==> src/rtl/mux_sel_pkg.sv <==
// Shared constants, FSM state type and select decode for the mux select sequencer.
package mux_sel_pkg;

    localparam int N_CH  = 8;
    localparam int SEL_W = 3;

    typedef enum logic {
        IDLE = 1'b0,
        BUSY = 1'b1
    } state_t;

    function automatic logic [N_CH-1:0] onehot8(input logic [SEL_W-1:0] sel);
        logic [N_CH-1:0] v;
        v      = '0;
        v[sel] = 1'b1;
        return v;
    endfunction

endpackage

==> src/rtl/rr_find_first.sv <==
// Round-robin search: first set request bit at or above ptr, wrapping 7 -> 0.
module rr_find_first
    import mux_sel_pkg::*;
(
    input  logic [N_CH-1:0]  req,
    input  logic [SEL_W-1:0] ptr,
    output logic             found,
    output logic [SEL_W-1:0] idx
);

    logic [SEL_W-1:0] pos;

    // Walking pos = ptr + i is the rotate; the first hit is the priority encode.
    always_comb begin
        found = 1'b0;
        idx   = ptr;
        pos   = '0;
        for (int i = 0; i < N_CH; i++) begin
            pos = ptr + SEL_W'(i);
            if (!found && req[pos]) begin
                found = 1'b1;
                idx   = pos;
            end
        end
    end

endmodule

==> src/rtl/mux_sel_rr_sequencer.sv <==
// Round-robin arbiter driving the 8:1 mux select for bounded bursts, with
// a valid/ready beat interface to the downstream consumer.
module mux_sel_rr_sequencer
    import mux_sel_pkg::*;
#(
    parameter int MAX_BURST = 4,
    parameter int CNT_W     = 4
) (
    input  logic             clk,
    input  logic             rst_n,
    input  logic [N_CH-1:0]  req,
    input  logic             out_ready,
    output logic [SEL_W-1:0] select,
    output logic [N_CH-1:0]  grant,
    output logic             out_valid,
    output logic             burst_done
);

    localparam int              LAST_I = (MAX_BURST > 0) ? MAX_BURST - 1 : 0;
    localparam logic [CNT_W-1:0] LAST  = LAST_I[CNT_W-1:0];

    state_t           state_q, state_d;
    logic [SEL_W-1:0] ptr_q, ptr_d;
    logic [SEL_W-1:0] sel_q, sel_d;
    logic [N_CH-1:0]  grant_q, grant_d;
    logic [CNT_W-1:0] cnt_q, cnt_d;
    logic             done_q, done_d;

    logic             win_found;
    logic [SEL_W-1:0] win_idx;
    logic             xfer;
    logic             at_limit;

    rr_find_first u_find (
        .req   (req),
        .ptr   (ptr_q),
        .found (win_found),
        .idx   (win_idx)
    );

    // Handshake: a beat moves on any cycle where out_valid && out_ready are both
    // high; out_valid follows the granted request live and never waits on ready.
    assign out_valid  = (state_q == BUSY) && req[sel_q];
    assign xfer       = out_valid && out_ready;
    assign at_limit   = (MAX_BURST != 0) && (cnt_q == LAST);

    assign select     = sel_q;
    assign grant      = grant_q;
    assign burst_done = done_q;

    always_comb begin
        state_d = state_q;
        ptr_d   = ptr_q;
        sel_d   = sel_q;
        grant_d = grant_q;
        cnt_d   = cnt_q;
        done_d  = 1'b0;
        case (state_q)
            IDLE: begin
                if (win_found) begin
                    sel_d   = win_idx;
                    grant_d = onehot8(win_idx);
                    cnt_d   = '0;
                    state_d = BUSY;
                end
            end
            BUSY: begin
                // A request drop and the last beat collapse into one release.
                if (!req[sel_q] || (xfer && at_limit)) begin
                    state_d = IDLE;
                    grant_d = '0;
                    ptr_d   = sel_q + SEL_W'(1);
                    done_d  = 1'b1;
                end else if (xfer && (cnt_q != '1)) begin
                    cnt_d = cnt_q + CNT_W'(1);
                end
            end
            default: state_d = IDLE;
        endcase
    end

    always_ff @(posedge clk or negedge rst_n) begin
        if (!rst_n) begin
            state_q <= IDLE;
            ptr_q   <= '0;
            sel_q   <= '0;
            grant_q <= '0;
            cnt_q   <= '0;
            done_q  <= 1'b0;
        end else begin
            state_q <= state_d;
            ptr_q   <= ptr_d;
            sel_q   <= sel_d;
            grant_q <= grant_d;
            cnt_q   <= cnt_d;
            done_q  <= done_d;
        end
    end

endmodule

==> config.mk <==
export PLATFORM = sky130hd
export DESIGN_NAME = mux_sel_rr_sequencer
export DESIGN_NICKNAME = d
export VERILOG_FILES = /design/src/rtl/mux_sel_pkg.sv /design/src/rtl/rr_find_first.sv /design/src/rtl/mux_sel_rr_sequencer.sv
export SDC_FILE = /design/constraint.sdc
export NUM_CORES = 1
export LEC_CHECK = 0
export ABC_CLOCK_PERIOD_IN_PS = 3970
export CORE_ASPECT_RATIO = 1.25
export CORE_MARGIN = 5
export CORE_UTILIZATION = 30
export CTS_BUF_LIST = sky130_fd_sc_hd__clkbuf_16
export DETAILED_ROUTE_END_ITERATION = 7
export PLACE_DENSITY = 0.51
export SLEW_MARGIN = 20
export SYNTH_ARGS = -nofsm -noshare
export SYNTH_HDL_FRONTEND = slang
export SYNTH_HIERARCHICAL = 1
export SYNTH_SLANG_ARGS = --single-unit
==> constraint.sdc <==
create_clock -name clk -period 3.97 [get_ports clk]
set_input_delay 0.794 -clock clk [delete_from_list [all_inputs] [get_ports clk]]
set_output_delay 0.794 -clock clk [all_outputs]
set_load 0.005 [all_outputs]
==> results of run 1 <==
worst paths after layout:
check / cells past startpoint / endpoint / slack [ns]
min reg2reg: 2 / grant[5] / 0.53
min in group asynchronous: 1 / cnt_q[3] / 1.05
min: 2 / grant[5] / 0.53
max: 11 / grant[2] / 0.23
max reg2reg: 13 / grant[2] / 0.35
max in group asynchronous: 1 / ptr_q[2] / 2.36
critical path: cells and delay by family:
kind / cells / cell delay [ns]
compound gates: 4 / 0.86
buf+inv: 2 / 0.68
mux: 2 / 0.80
simple gates: 3 / 0.80
stage by stage:
stage | util [%] | instance area [um2] | setup WS (ns) | hold WS (ns)
3_5_place_dp | 39.5 | 2420 | -0.0591 | 0.523
6_report | 40.8 | 2500 | 0.229 | 0.532
3_3_place_gp | 39.5 | 2420 | -0.0547 | 0.506
4_1_cts | 40.7 | 2490 | 0.196 | 0.539
5_1_grt | 40.8 | 2500 | 0.0172 | 0.581
2_1_floorplan | - | 1880 | 0.232 | 0.493
metal layers:
layer  vias to the layer above  routed length, um
met5                         -                  0
met4                         0                 79
met3                         5                149
met2                        39               2680
met1                       859               2260
li1                        856                  -
where the power goes:
group / internal (uW) / total, uW / switching, uW
registers: 274 / 351 / 77.7
logic: 1120 / 2190 / 1080
clock network: 133 / 205 / 71.7
total: 1520 / 2750 / 1230
flip-flops by register name, summed over array words and instances (netlist names):
name        cells
grant           8
cnt_q           4
select          3
state_q         1
burst_done      1
ptr_q           3
logic make-up (layout without fill, tap and decap cells):
kind of cell             after synthesis  after routing  synth area share (%)
AO/OA/AOI/OAI                         56             56                  22.1
flip-flops                            20             20                  26.6
AND/OR/NAND/NOR                       58             58                  15.8
adder cells (fa/ha/maj)                4              4                  2.66
buffers and inverters                 22             71                  5.92
XOR/XNOR                               6              6                  2.79
multiplexers                          29             29                  24.1
repair_timing:
item,CTS,global route
resized for setup,0,3
hold buffers,0,0
setup endpoints to repair,0,9
cell usage in the layout (no fill, tap or decap), types with 3 or more instances in the layout:
cell / count
sky130_fd_sc_hd__buf_4: 34
sky130_fd_sc_hd__clkdlybuf4s50_1: 23
sky130_fd_sc_hd__nor2_1: 20
sky130_fd_sc_hd__dfrtp_1: 20
sky130_fd_sc_hd__nand2_1: 12
sky130_fd_sc_hd__mux4_2: 12
sky130_fd_sc_hd__a21oi_1: 11
sky130_fd_sc_hd__mux2_2: 10
sky130_fd_sc_hd__inv_1: 10
sky130_fd_sc_hd__a22oi_1: 8
sky130_fd_sc_hd__mux2i_1: 7
sky130_fd_sc_hd__nand2b_1: 5
sky130_fd_sc_hd__xnor2_1: 5
sky130_fd_sc_hd__nor2b_1: 4
sky130_fd_sc_hd__o21ai_0: 4
sky130_fd_sc_hd__o32ai_1: 4
sky130_fd_sc_hd__o311ai_1: 3
sky130_fd_sc_hd__o211ai_1: 3
sky130_fd_sc_hd__ha_1: 3
sky130_fd_sc_hd__clkbuf_16: 3
sky130_fd_sc_hd__a211oi_1: 3
area by class of cell:
class	instances	share of cell area, %
clock buffers	3	3.00
multi-input cells	153	51.1
well taps	85	4.25
flip-flops and latches	20	20.0
inverters	10	1.50
repair buffers	58	20.2
==> metrics.txt, run 1 <==
# TYPE chip_impl_metric gauge
chip_impl_metric{name="grt_pass1_wl",unit="um"} 9030
chip_impl_info{name="start_kind",value="input pin"} 1
chip_impl_metric{name="drv_cap",unit=""} 0
chip_impl_metric{name="hpwl_detailed",unit="um"} 4020
chip_impl_info{name="synth_flop_cell",value="sky130_fd_sc_hd__dfrtp_1"} 1
chip_impl_metric{name="report.final.setup_viol",unit=""} 0
chip_impl_metric{name="drt_first_pass_iters",unit=""} 5
chip_impl_info{name="critical_path.endpoint_type",value="flop"} 1
chip_impl_metric{name="grt.total_usage",unit="%"} 14.2
chip_impl_info{name="synthTopCellsByCount",value="sky130_fd_sc_hd__dfrtp_1 (20), sky130_fd_sc_hd__nor2_1 (20), sky130_fd_sc_hd__mux4_2 (12), sky130_fd_sc_hd__nand2_1 (12), sky130_fd_sc_hd__a21oi_1 (11)"} 1
chip_impl_metric{name="overflow",unit=""} 0
chip_impl_metric{name="clkSlewWorstSetupHoldPaths",unit="ns"} 0.05
chip_impl_metric{name="slew-limit-headroom",unit="%"} 39.3
chip_impl_metric{name="post_synth.cell_area_avg",unit="um2"} 9.64
chip_impl_metric{name="critPathMaxFanout",unit=""} 7
chip_impl_info{name="hold_path.class",value="flop to flop"} 1
chip_impl_info{name="status",value="completed"} 1
chip_impl_metric{name="insertion_delay",unit="ns"} 0.25
chip_impl_metric{name="worst_ir_drop_vdd",unit="V"} 0.000573
chip_impl_metric{name="place_congestion",unit=""} 0.913
chip_impl_metric{name="powerDensity",unit="mW/mm2"} 1100
chip_impl_info{name="globalRoute.busiestLayer",value="met2"} 1
chip_impl_metric{name="detailroute.via_count",unit=""} 1759
chip_impl_metric{name="antenna_cells",unit=""} 0
chip_impl_info{name="critical_path.cell_chain",value="clkdlybuf4s50_1 -> mux4_2 -> mux2_2 -> o32a_1 -> or3_4 -> a2bb2oi_1 -> a211oi_2 -> buf_4 -> nor3b_1 -> a22oi_1 -> nor2_1"} 1
chip_impl_metric{name="area_delta_synth_final",unit="%"} 33.1
chip_impl_metric{name="cp_data_arrival_time",unit="ns"} 3.92
chip_impl_metric{name="final_total_negative_setup_slack",unit="ns"} 0
chip_impl_metric{name="ant_nets",unit=""} 0
chip_impl_metric{name="layout_worst_path_cycle_share",unit="%"} 94.2
chip_impl_metric{name="globalRouteMet2Util",unit="%"} 24.4
chip_impl_metric{name="cts_setup_buffers",unit=""} 0
chip_impl_metric{name="initialDrtViolationCount",unit=""} 113
chip_impl_metric{name="post-layout-total-power",unit="uW"} 2750
chip_impl_metric{name="detail_route.wl_per_cell",unit="um"} 15.7
chip_impl_metric{name="fmaxAchievable",unit="MHz"} 267
chip_impl_metric{name="grt_max_degree",unit=""} 23
chip_impl_metric{name="cts_max_path_buffers",unit=""} 2
chip_impl_info{name="unrepaired_setup_endpoints_after_global_routing",value="no"} 1
chip_impl_info{name="synth_top_cells_by_area",value="sky130_fd_sc_hd__dfrtp_1 (27%), sky130_fd_sc_hd__mux4_2 (14%), sky130_fd_sc_hd__mux2_2 (6.0%), sky130_fd_sc_hd__nor2_1 (4.0%), sky130_fd_sc_hd__mux2i_1 (3.7%)"} 1
chip_impl_metric{name="grt_pass1_vias",unit=""} 1828
chip_impl_info{name="hold_start",value="grant[5]"} 1
chip_impl_metric{name="floorplan.rows",unit=""} 32
chip_impl_metric{name="synth.ff_latch_count",unit=""} 20
chip_impl_metric{name="drt_drc_violations_left",unit=""} 0
chip_impl_metric{name="yosysSeqAreaShare",unit="%"} 26.6
chip_impl_info{name="worstSetupPathType",value="input pin to flop"} 1
chip_impl_metric{name="portBuffers",unit=""} 23
chip_impl_metric{name="grt_use_met3",unit="%"} 1.37
chip_impl_metric{name="critPathRequiredTime",unit="ns"} 4.15
chip_impl_metric{name="clkSinkCount",unit=""} 20
chip_impl_metric{name="worstMarginPinSlew",unit="ns"} 0.907
chip_impl_metric{name="floorplan.die.width",unit="um"} 80.8
chip_impl_metric{name="design.final.nets",unit=""} 261
chip_impl_metric{name="maxSlewViolCount",unit=""} 0
chip_impl_metric{name="synthDominantCellAreaShare",unit="%"} 26.6
chip_impl_info{name="clk_root_buffer_cell",value="sky130_fd_sc_hd__clkbuf_16"} 1
chip_impl_info{name="cts_tree",value="built"} 1
chip_impl_metric{name="initial_antenna_violation_count",unit=""} 0
chip_impl_metric{name="number_of_enable_type_register_cells_in_the_synthesized_netlist",unit=""} 0
chip_impl_metric{name="floorplan.core_area",unit="mm2"} 0.00613
chip_impl_metric{name="seq_area",unit="um2"} 500
chip_impl_metric{name="report.final.hold_viol_count",unit=""} 0
chip_impl_metric{name="layout-drive-gt1-share",unit="%"} 27.5
chip_impl_info{name="crit_slowest_cell",value="sky130_fd_sc_hd__clkdlybuf4s50_1"} 1
chip_impl_info{name="worstReg2RegStart",value="ptr_q[0]"} 1
chip_impl_metric{name="initial_core_util",unit="%"} 30.7
chip_impl_metric{name="ioPinCount",unit=""} 24
chip_impl_metric{name="die_area",unit="mm2"} 0.00796
chip_impl_info{name="critPathLaunch",value="req[5]"} 1
chip_impl_metric{name="synth_cells",unit=""} 195
chip_impl_metric{name="async_reset_ff_share",unit="%"} 100
chip_impl_metric{name="met1_usage",unit="%"} 18.5
chip_impl_metric{name="placedCellCount",unit=""} 326
chip_impl_metric{name="cts-htree-levels",unit=""} 1
chip_impl_metric{name="fillerInstances",unit=""} 604
chip_impl_metric{name="power_leakage",unit="uW"} 0.000999
chip_impl_metric{name="via_density_per_instance",unit=""} 5.35
chip_impl_metric{name="count_of_placed_standard_cells_in_the_final_layout_fillers_left_out",unit=""} 329
chip_impl_metric{name="critical_path.max_stage_delay",unit="ns"} 0.51
chip_impl_metric{name="netlist-cell-type-count",unit=""} 50
chip_impl_metric{name="min_clock_period_post_route",unit="ns"} 3.74
chip_impl_metric{name="cts-buffers-inserted",unit=""} 3
chip_impl_metric{name="fp.dieH",unit="um"} 98.5
chip_impl_metric{name="synth_area",unit="mm2"} 0.00188
chip_impl_metric{name="worst_clock_skew",unit="ns"} 0.00193
chip_impl_metric{name="postSynthNetCount",unit=""} 210
chip_impl_metric{name="yosysWarningCount",unit=""} 6
chip_impl_metric{name="routed_wirelength",unit="um"} 5170
chip_impl_metric{name="area_of_the_multi_input_gates",unit="mm2"} 0.00128
chip_impl_info{name="synth_top_area_cell",value="sky130_fd_sc_hd__dfrtp_1"} 1
Power figures use the tool's default switching activity.
==> run 2: changes to the inputs <==
--- a/config.mk
+++ b/config.mk
@@ -11,7 +11,6 @@
 export CORE_UTILIZATION = 30
 export CTS_BUF_LIST = sky130_fd_sc_hd__clkbuf_16
 export DETAILED_ROUTE_END_ITERATION = 7
-export PLACE_DENSITY = 0.51
 export SLEW_MARGIN = 20
 export SYNTH_ARGS = -nofsm -noshare
 export SYNTH_HDL_FRONTEND = slang
==> metrics.txt, run 2 (synthesis gave the netlist of run 1 again) <==
# TYPE chip_impl_metric gauge
chip_impl_info{name="start_kind",value="input pin"} 1
chip_impl_info{name="status",value="completed"} 1
chip_impl_metric{name="worst_clock_skew",unit="ns"} 0.00371
chip_impl_info{name="unrepaired_setup_endpoints_after_global_routing",value="no"} 1
chip_impl_metric{name="hpwl_detailed",unit="um"} 3760
chip_impl_metric{name="count_of_placed_standard_cells_in_the_final_layout_fillers_left_out",unit=""} 323
chip_impl_metric{name="fmaxAchievable",unit="MHz"} 267
chip_impl_metric{name="place_congestion",unit=""} 0.923
chip_impl_metric{name="placedCellCount",unit=""} 320
chip_impl_metric{name="cp_data_arrival_time",unit="ns"} 3.92
chip_impl_metric{name="largest_reg_flops",unit=""} 8
chip_impl_metric{name="floorplan.core_area",unit="mm2"} 0.00613
chip_impl_metric{name="fp.dieH",unit="um"} 98.5
chip_impl_metric{name="cts-resized-gates",unit=""} 0
chip_impl_metric{name="cts_setup_buffers",unit=""} 0
chip_impl_metric{name="initial_core_util",unit="%"} 30.7
chip_impl_metric{name="setup_slack",unit="ns"} 0.230
chip_impl_metric{name="powerDensity",unit="mW/mm2"} 1070
chip_impl_metric{name="drv_cap",unit=""} 0
chip_impl_metric{name="floorplan.die.width",unit="um"} 80.8
chip_impl_metric{name="min_clock_period_post_route",unit="ns"} 3.74
chip_impl_metric{name="post-layout-total-power",unit="uW"} 2620
chip_impl_metric{name="fillerInstances",unit=""} 598
chip_impl_metric{name="insertion_delay",unit="ns"} 0.25
chip_impl_metric{name="report.final.hold_viol_count",unit=""} 0
chip_impl_metric{name="dpl-instance-area",unit="mm2"} 0.00237
chip_impl_metric{name="floorplan.rows",unit=""} 32
chip_impl_metric{name="area_delta_synth_final",unit="%"} 30.3
chip_impl_metric{name="slew-limit-headroom",unit="%"} 41.4
chip_impl_metric{name="cts_max_path_buffers",unit=""} 2
chip_impl_metric{name="via_density_per_instance",unit=""} 5.36
chip_impl_metric{name="clkSlewWorstSetupHoldPaths",unit="ns"} 0.05
chip_impl_metric{name="area_of_the_multi_input_gates",unit="mm2"} 0.00127
chip_impl_metric{name="seq_area",unit="um2"} 500
chip_impl_metric{name="cts-htree-levels",unit=""} 1
chip_impl_info{name="hold_start",value="grant[5]"} 1
chip_impl_metric{name="design_area",unit="mm2"} 0.00245
chip_impl_info{name="most-common-layout-cells",value="sky130_fd_sc_hd__buf_4 (28), sky130_fd_sc_hd__clkdlybuf4s50_1 (23), sky130_fd_sc_hd__nor2_1 (20), sky130_fd_sc_hd__dfrtp_1 (20)"} 1
chip_impl_metric{name="critPathMaxFanout",unit=""} 6
chip_impl_info{name="layout_commonest_cell",value="sky130_fd_sc_hd__buf_4"} 1
chip_impl_metric{name="detail_route.wl_per_cell",unit="um"} 14.7
chip_impl_metric{name="routed_wirelength",unit="um"} 4740
chip_impl_metric{name="cts-buffers-inserted",unit=""} 3
chip_impl_metric{name="final_total_negative_setup_slack",unit="ns"} 0
chip_impl_metric{name="detailroute.via_count",unit=""} 1730
chip_impl_metric{name="initialDrtViolationCount",unit=""} 88
chip_impl_metric{name="grt.total_usage",unit="%"} 12.3
chip_impl_metric{name="die_area",unit="mm2"} 0.00796
chip_impl_metric{name="design.final.nets",unit=""} 255
chip_impl_info{name="critPathLaunch",value="req[5]"} 1
chip_impl_metric{name="ctsHoldBuffers",unit=""} 0
chip_impl_info{name="worstSetupPathType",value="input pin to flop"} 1
chip_impl_info{name="clk_root_buffer_cell",value="sky130_fd_sc_hd__clkbuf_16"} 1
chip_impl_info{name="hold_path.class",value="flop to flop"} 1
chip_impl_metric{name="antenna_cells",unit=""} 0
chip_impl_metric{name="report.final.setup_viol",unit=""} 0
chip_impl_metric{name="layout_worst_path_cycle_share",unit="%"} 94.2
chip_impl_metric{name="grt_pass1_vias",unit=""} 1715
chip_impl_metric{name="portBuffers",unit=""} 23
chip_impl_metric{name="initial_antenna_violation_count",unit=""} 0
chip_impl_metric{name="worst_ir_drop_vdd",unit="V"} 0.000528
chip_impl_metric{name="pre_cts_ws",unit="ns"} -0.000897
chip_impl_metric{name="drt_first_pass_iters",unit=""} 4
chip_impl_metric{name="ant_nets",unit=""} 0
chip_impl_metric{name="ioPinCount",unit=""} 24
chip_impl_metric{name="grt_pass1_wl",unit="um"} 8000
chip_impl_info{name="cts_tree",value="built"} 1
chip_impl_metric{name="clkSinkCount",unit=""} 20
chip_impl_metric{name="worstMarginPinSlew",unit="ns"} 0.876
chip_impl_metric{name="grt_max_degree",unit=""} 21
chip_impl_metric{name="critPathRequiredTime",unit="ns"} 4.15
chip_impl_info{name="worstReg2RegStart",value="ptr_q[0]"} 1
chip_impl_metric{name="power_leakage",unit="uW"} 0.000970
chip_impl_metric{name="maxSlewViolCount",unit=""} 0
chip_impl_metric{name="layout-drive-gt1-share",unit="%"} 25.2
chip_impl_info{name="critical_path.endpoint_type",value="flop"} 1
chip_impl_metric{name="overflow",unit=""} 0
chip_impl_metric{name="drt_drc_violations_left",unit=""} 0
run 2: changes by cell type in the layout (fill, tap and decap cells not counted), sizes merged:
cell / change
buf: -6
run 2: cell type report:
type	instances	share of cell area, %
Multi-Input combinational cell	153	51.9
Tap cell	85	4.34
Timing Repair Buffer	52	18.8
Sequential cell	20	20.4
Inverter	10	1.53
Clock buffer	3	3.06
run 2: path summary, 6_finish.rpt:
check	to	slack (ns)	cells after the start
hold reg to reg	grant[5]	0.53	2
setup reg to reg	grant[3]	0.30	12
hold / removal	grant[5]	0.53	2
setup / recovery	grant[3]	0.23	10
max in group asynchronous	ptr_q[2]	2.38	1
min in group asynchronous	grant[5]	1.04	1
run 2: metal layers:
| layer | track usage, % | routed length (um) | part of all wire [%] |
|---|---|---|---|
| met5 | 0 | 0 | 0 |
| met4 | 3.77 | 87 | 1.8 |
| met3 | 1.19 | 141 | 3.0 |
| met2 | 21.2 | 2380 | 50 |
| met1 | 16.0 | 2130 | 45 |
run 2: critical path: stages:
cell and delay [ns]:
sky130_fd_sc_hd__clkdlybuf4s50_1 0.49, sky130_fd_sc_hd__mux4_2 0.47, sky130_fd_sc_hd__mux2_2 0.30, sky130_fd_sc_hd__o32a_1 0.39
sky130_fd_sc_hd__or3_4 0.43, sky130_fd_sc_hd__a2bb2oi_1 0.16, sky130_fd_sc_hd__a211oi_2 0.37, sky130_fd_sc_hd__nor3b_1 0.29
sky130_fd_sc_hd__a22oi_1 0.10, sky130_fd_sc_hd__nor2_1 0.10
run 2: through the flow:
| stage | utilization, % | hold slack [ns] |
|---|---|---|
| final | 40.0 | 0.527 |
| after floorplan | - | 0.493 |
| after global placement | 38.7 | 0.515 |
| after global routing | 40.0 | 0.579 |
| after CTS | 40.0 | 0.532 |
| after detailed placement | 38.7 | 0.510 |
run 2: report_power, final:
group / total, uW / internal, uW / switching [uW]
Sequential: 342 / 274 / 67.9
Clock: 200 / 133 / 67.3
Combinational: 2080 / 1040 / 1040
Total: 2620 / 1440 / 1180
==> run 3: changes to the inputs <==
--- a/config.mk
+++ b/config.mk
@@ -5,7 +5,7 @@
 export SDC_FILE = /design/constraint.sdc
 export NUM_CORES = 1
 export LEC_CHECK = 0
-export ABC_CLOCK_PERIOD_IN_PS = 3970
+export ABC_CLOCK_PERIOD_IN_PS = 3100
 export CORE_ASPECT_RATIO = 1.25
 export CORE_MARGIN = 5
 export CORE_UTILIZATION = 30
==> constraint.sdc (replaced) <==
create_clock -name clk -period 3.1 [get_ports clk]
set_input_delay 0.62 -clock clk [delete_from_list [all_inputs] [get_ports clk]]
set_output_delay 0.62 -clock clk [all_outputs]
set_load 0.005 [all_outputs]
==> metrics.txt, run 3 (synthesis gave the netlist of run 1 again) <==
# TYPE chip_impl_metric gauge
chip_impl_metric{name="cp_data_arrival_time",unit="ns"} 3.47
chip_impl_metric{name="r2r_slack",unit="ns"} -0.18
chip_impl_info{name="layout_commonest_cell",value="sky130_fd_sc_hd__buf_4"} 1
chip_impl_metric{name="drt_drc_violations_left",unit=""} 0
chip_impl_metric{name="fp.dieH",unit="um"} 98.5
chip_impl_metric{name="initialDrtViolationCount",unit=""} 84
chip_impl_metric{name="clkSinkCount",unit=""} 20
chip_impl_metric{name="via_density_per_instance",unit=""} 5.31
chip_impl_metric{name="floorplan.die.width",unit="um"} 80.8
chip_impl_metric{name="cp.buffers_inverters",unit=""} 2
chip_impl_metric{name="floorplan.rows",unit=""} 32
chip_impl_metric{name="design_area",unit="mm2"} 0.00271
chip_impl_metric{name="area_delta_synth_final",unit="%"} 43.8
chip_impl_metric{name="setup_slack",unit="ns"} -0.182
chip_impl_info{name="failed_checks",value="negative setup slack"} 1
chip_impl_metric{name="report.final.hold_viol_count",unit=""} 0
chip_impl_metric{name="grt.total_usage",unit="%"} 13.5
chip_impl_metric{name="detailroute.via_count",unit=""} 1837
chip_impl_metric{name="cts-buffers-inserted",unit=""} 3
chip_impl_info{name="unrepaired_setup_endpoints_after_global_routing",value="yes"} 1
chip_impl_metric{name="maxSlewViolCount",unit=""} 0
chip_impl_metric{name="ctsHoldBuffers",unit=""} 0
chip_impl_info{name="critPathLaunch",value="ptr_q[0]"} 1
chip_impl_info{name="worstSetupPathType",value="flop to flop"} 1
chip_impl_info{name="setup.worst_path.end",value="grant[3]"} 1
chip_impl_metric{name="insertion_delay",unit="ns"} 0.25
chip_impl_metric{name="r2r.worst_path.cells",unit=""} 12
chip_impl_metric{name="min_clock_period_post_route",unit="ns"} 3.28
chip_impl_info{name="r2r_end",value="grant[3]"} 1
chip_impl_metric{name="critical_path.max_stage_delay",unit="ns"} 0.51
chip_impl_metric{name="die_area",unit="mm2"} 0.00796
chip_impl_metric{name="report.final.setup_viol",unit=""} 11
chip_impl_info{name="hold_path.class",value="flop to flop"} 1
chip_impl_metric{name="clkSlewWorstSetupHoldPaths",unit="ns"} 0.05
chip_impl_metric{name="antenna_cells",unit=""} 0
chip_impl_info{name="start_kind",value="flop"} 1
chip_impl_metric{name="initial_antenna_violation_count",unit=""} 0
chip_impl_info{name="cts_tree",value="built"} 1
chip_impl_metric{name="largest_reg_flops",unit=""} 8
chip_impl_metric{name="grt_pass1_vias",unit=""} 1870
chip_impl_info{name="worstReg2RegStart",value="ptr_q[0]"} 1
chip_impl_metric{name="fmaxAchievable",unit="MHz"} 305
chip_impl_metric{name="design.final.nets",unit=""} 277
chip_impl_metric{name="drv_cap",unit=""} 0
chip_impl_metric{name="floorplan.core_area",unit="mm2"} 0.00613
chip_impl_info{name="clk_root_buffer_cell",value="sky130_fd_sc_hd__clkbuf_16"} 1
chip_impl_metric{name="fillerInstances",unit=""} 594
chip_impl_metric{name="hpwl_detailed",unit="um"} 3970
chip_impl_metric{name="final.hold.worst_slack",unit="ns"} 0.516
chip_impl_metric{name="final_total_negative_setup_slack",unit="ns"} -1.53
chip_impl_metric{name="dpl-instance-area",unit="mm2"} 0.00255
chip_impl_metric{name="grt_pass1_wl",unit="um"} 8740
chip_impl_metric{name="drt_first_pass_iters",unit=""} 4
chip_impl_metric{name="grt_max_degree",unit=""} 21
chip_impl_metric{name="cts-htree-levels",unit=""} 1
chip_impl_metric{name="place_congestion",unit=""} 0.814
chip_impl_info{name="critical_path.endpoint_type",value="flop"} 1
chip_impl_info{name="hold_start",value="grant[0]"} 1
chip_impl_metric{name="routed_wirelength",unit="um"} 5200
chip_impl_metric{name="worstMarginPinSlew",unit="ns"} 0.911
chip_impl_metric{name="critPathRequiredTime",unit="ns"} 3.28
chip_impl_metric{name="cts_max_path_buffers",unit=""} 2
chip_impl_info{name="crit_family",value="multiplexers"} 1
chip_impl_metric{name="timing.critical_path.depth",unit=""} 12
chip_impl_metric{name="layout-drive-gt1-share",unit="%"} 37.2
chip_impl_metric{name="layout_worst_path_cycle_share",unit="%"} 106
chip_impl_info{name="most-common-layout-cells",value="sky130_fd_sc_hd__buf_4 (49), sky130_fd_sc_hd__dfrtp_1 (20), sky130_fd_sc_hd__nor2_1 (18)"} 1
chip_impl_metric{name="post-route-util",unit="%"} 44.2
chip_impl_info{name="crit_slowest_cell",value="sky130_fd_sc_hd__mux4_2"} 1
chip_impl_metric{name="portBuffers",unit=""} 23
chip_impl_metric{name="overflow",unit=""} 0
chip_impl_metric{name="detail_route.wl_per_cell",unit="um"} 15.0
chip_impl_metric{name="ioPinCount",unit=""} 24
chip_impl_metric{name="slew-limit-headroom",unit="%"} 39.1
chip_impl_metric{name="critPathMaxFanout",unit=""} 8
chip_impl_metric{name="ant_nets",unit=""} 0
chip_impl_info{name="critical_path.cell_chain",value="inv_4 -> ha_4 -> mux4_2 -> mux2_4 -> o32a_1 -> or3_4 -> a2bb2oi_1 -> a211oi_2 -> buf_4 -> nor3b_2 -> a22oi_1 -> nor2_1"} 1
chip_impl_metric{name="initial_core_util",unit="%"} 30.7
chip_impl_info{name="status",value="finished, violations left"} 1
chip_impl_metric{name="worst_clock_skew",unit="ns"} 0.00164
-- run 3: cell type report --
| type | instances | area [um2] | share of cell area [%] |
|---|---|---|---|
| multi-input combinational | 153 | 1360 | 50.2 |
| timing repair buffer | 74 | 619 | 22.9 |
| sequential | 20 | 500 | 18.5 |
| tap | 85 | 106 | 3.93 |
| clock buffer | 3 | 75.1 | 2.78 |
| inverter | 10 | 42.5 | 1.57 |
| clock inverter | 1 | 3.75 | 0.139 |
-- run 3: through the flow --
step                cells  setup slack [ns]
finish                346            -0.182
global route          346            -0.353
CTS                   346            -0.175
floorplan             195            -0.244
detailed placement    339            -0.651
global placement      339            -0.620
-- run 3: how the worst min path moves through the flow --
stage                 endpoint  depth (start not counted)  slack, ns
floorplan           burst_done                          0       0.32
global placement      grant[5]                          2       0.51
detailed placement    grant[0]                          2       0.51
CTS                   grant[0]                          2       0.52
global route          grant[1]                          2       0.57
finish                grant[0]                          2       0.52
-- run 3: tightest hold or removal path, stage by stage, from the launching register on --
cell,delay [ns]
sky130_fd_sc_hd__dfrtp_1,0.34
sky130_fd_sc_hd__a21oi_1,0.06
sky130_fd_sc_hd__nor2_1,0.08
-- run 3: layer usage --
layer	vias to the layer above	part of all wire, %	GRT usage (%)
met5	-	0	0
met2	35	53	24.2
li1	895	-	-
met3	7	3.4	1.92
met4	0	1.3	3.64
met1	900	43	16.5
-- run 3: what timing repair did --
action                                  in CTS  in global routing
pin swaps                                    4                  2
endpoints found under the setup margin      17                 16
resized for setup                           17                  6
setup buffers                                3                  0
Power of run 3 is left out: the tool's default activity adds up to more than one toggle a clock period on the data nets, which glitch-free logic cannot reach.
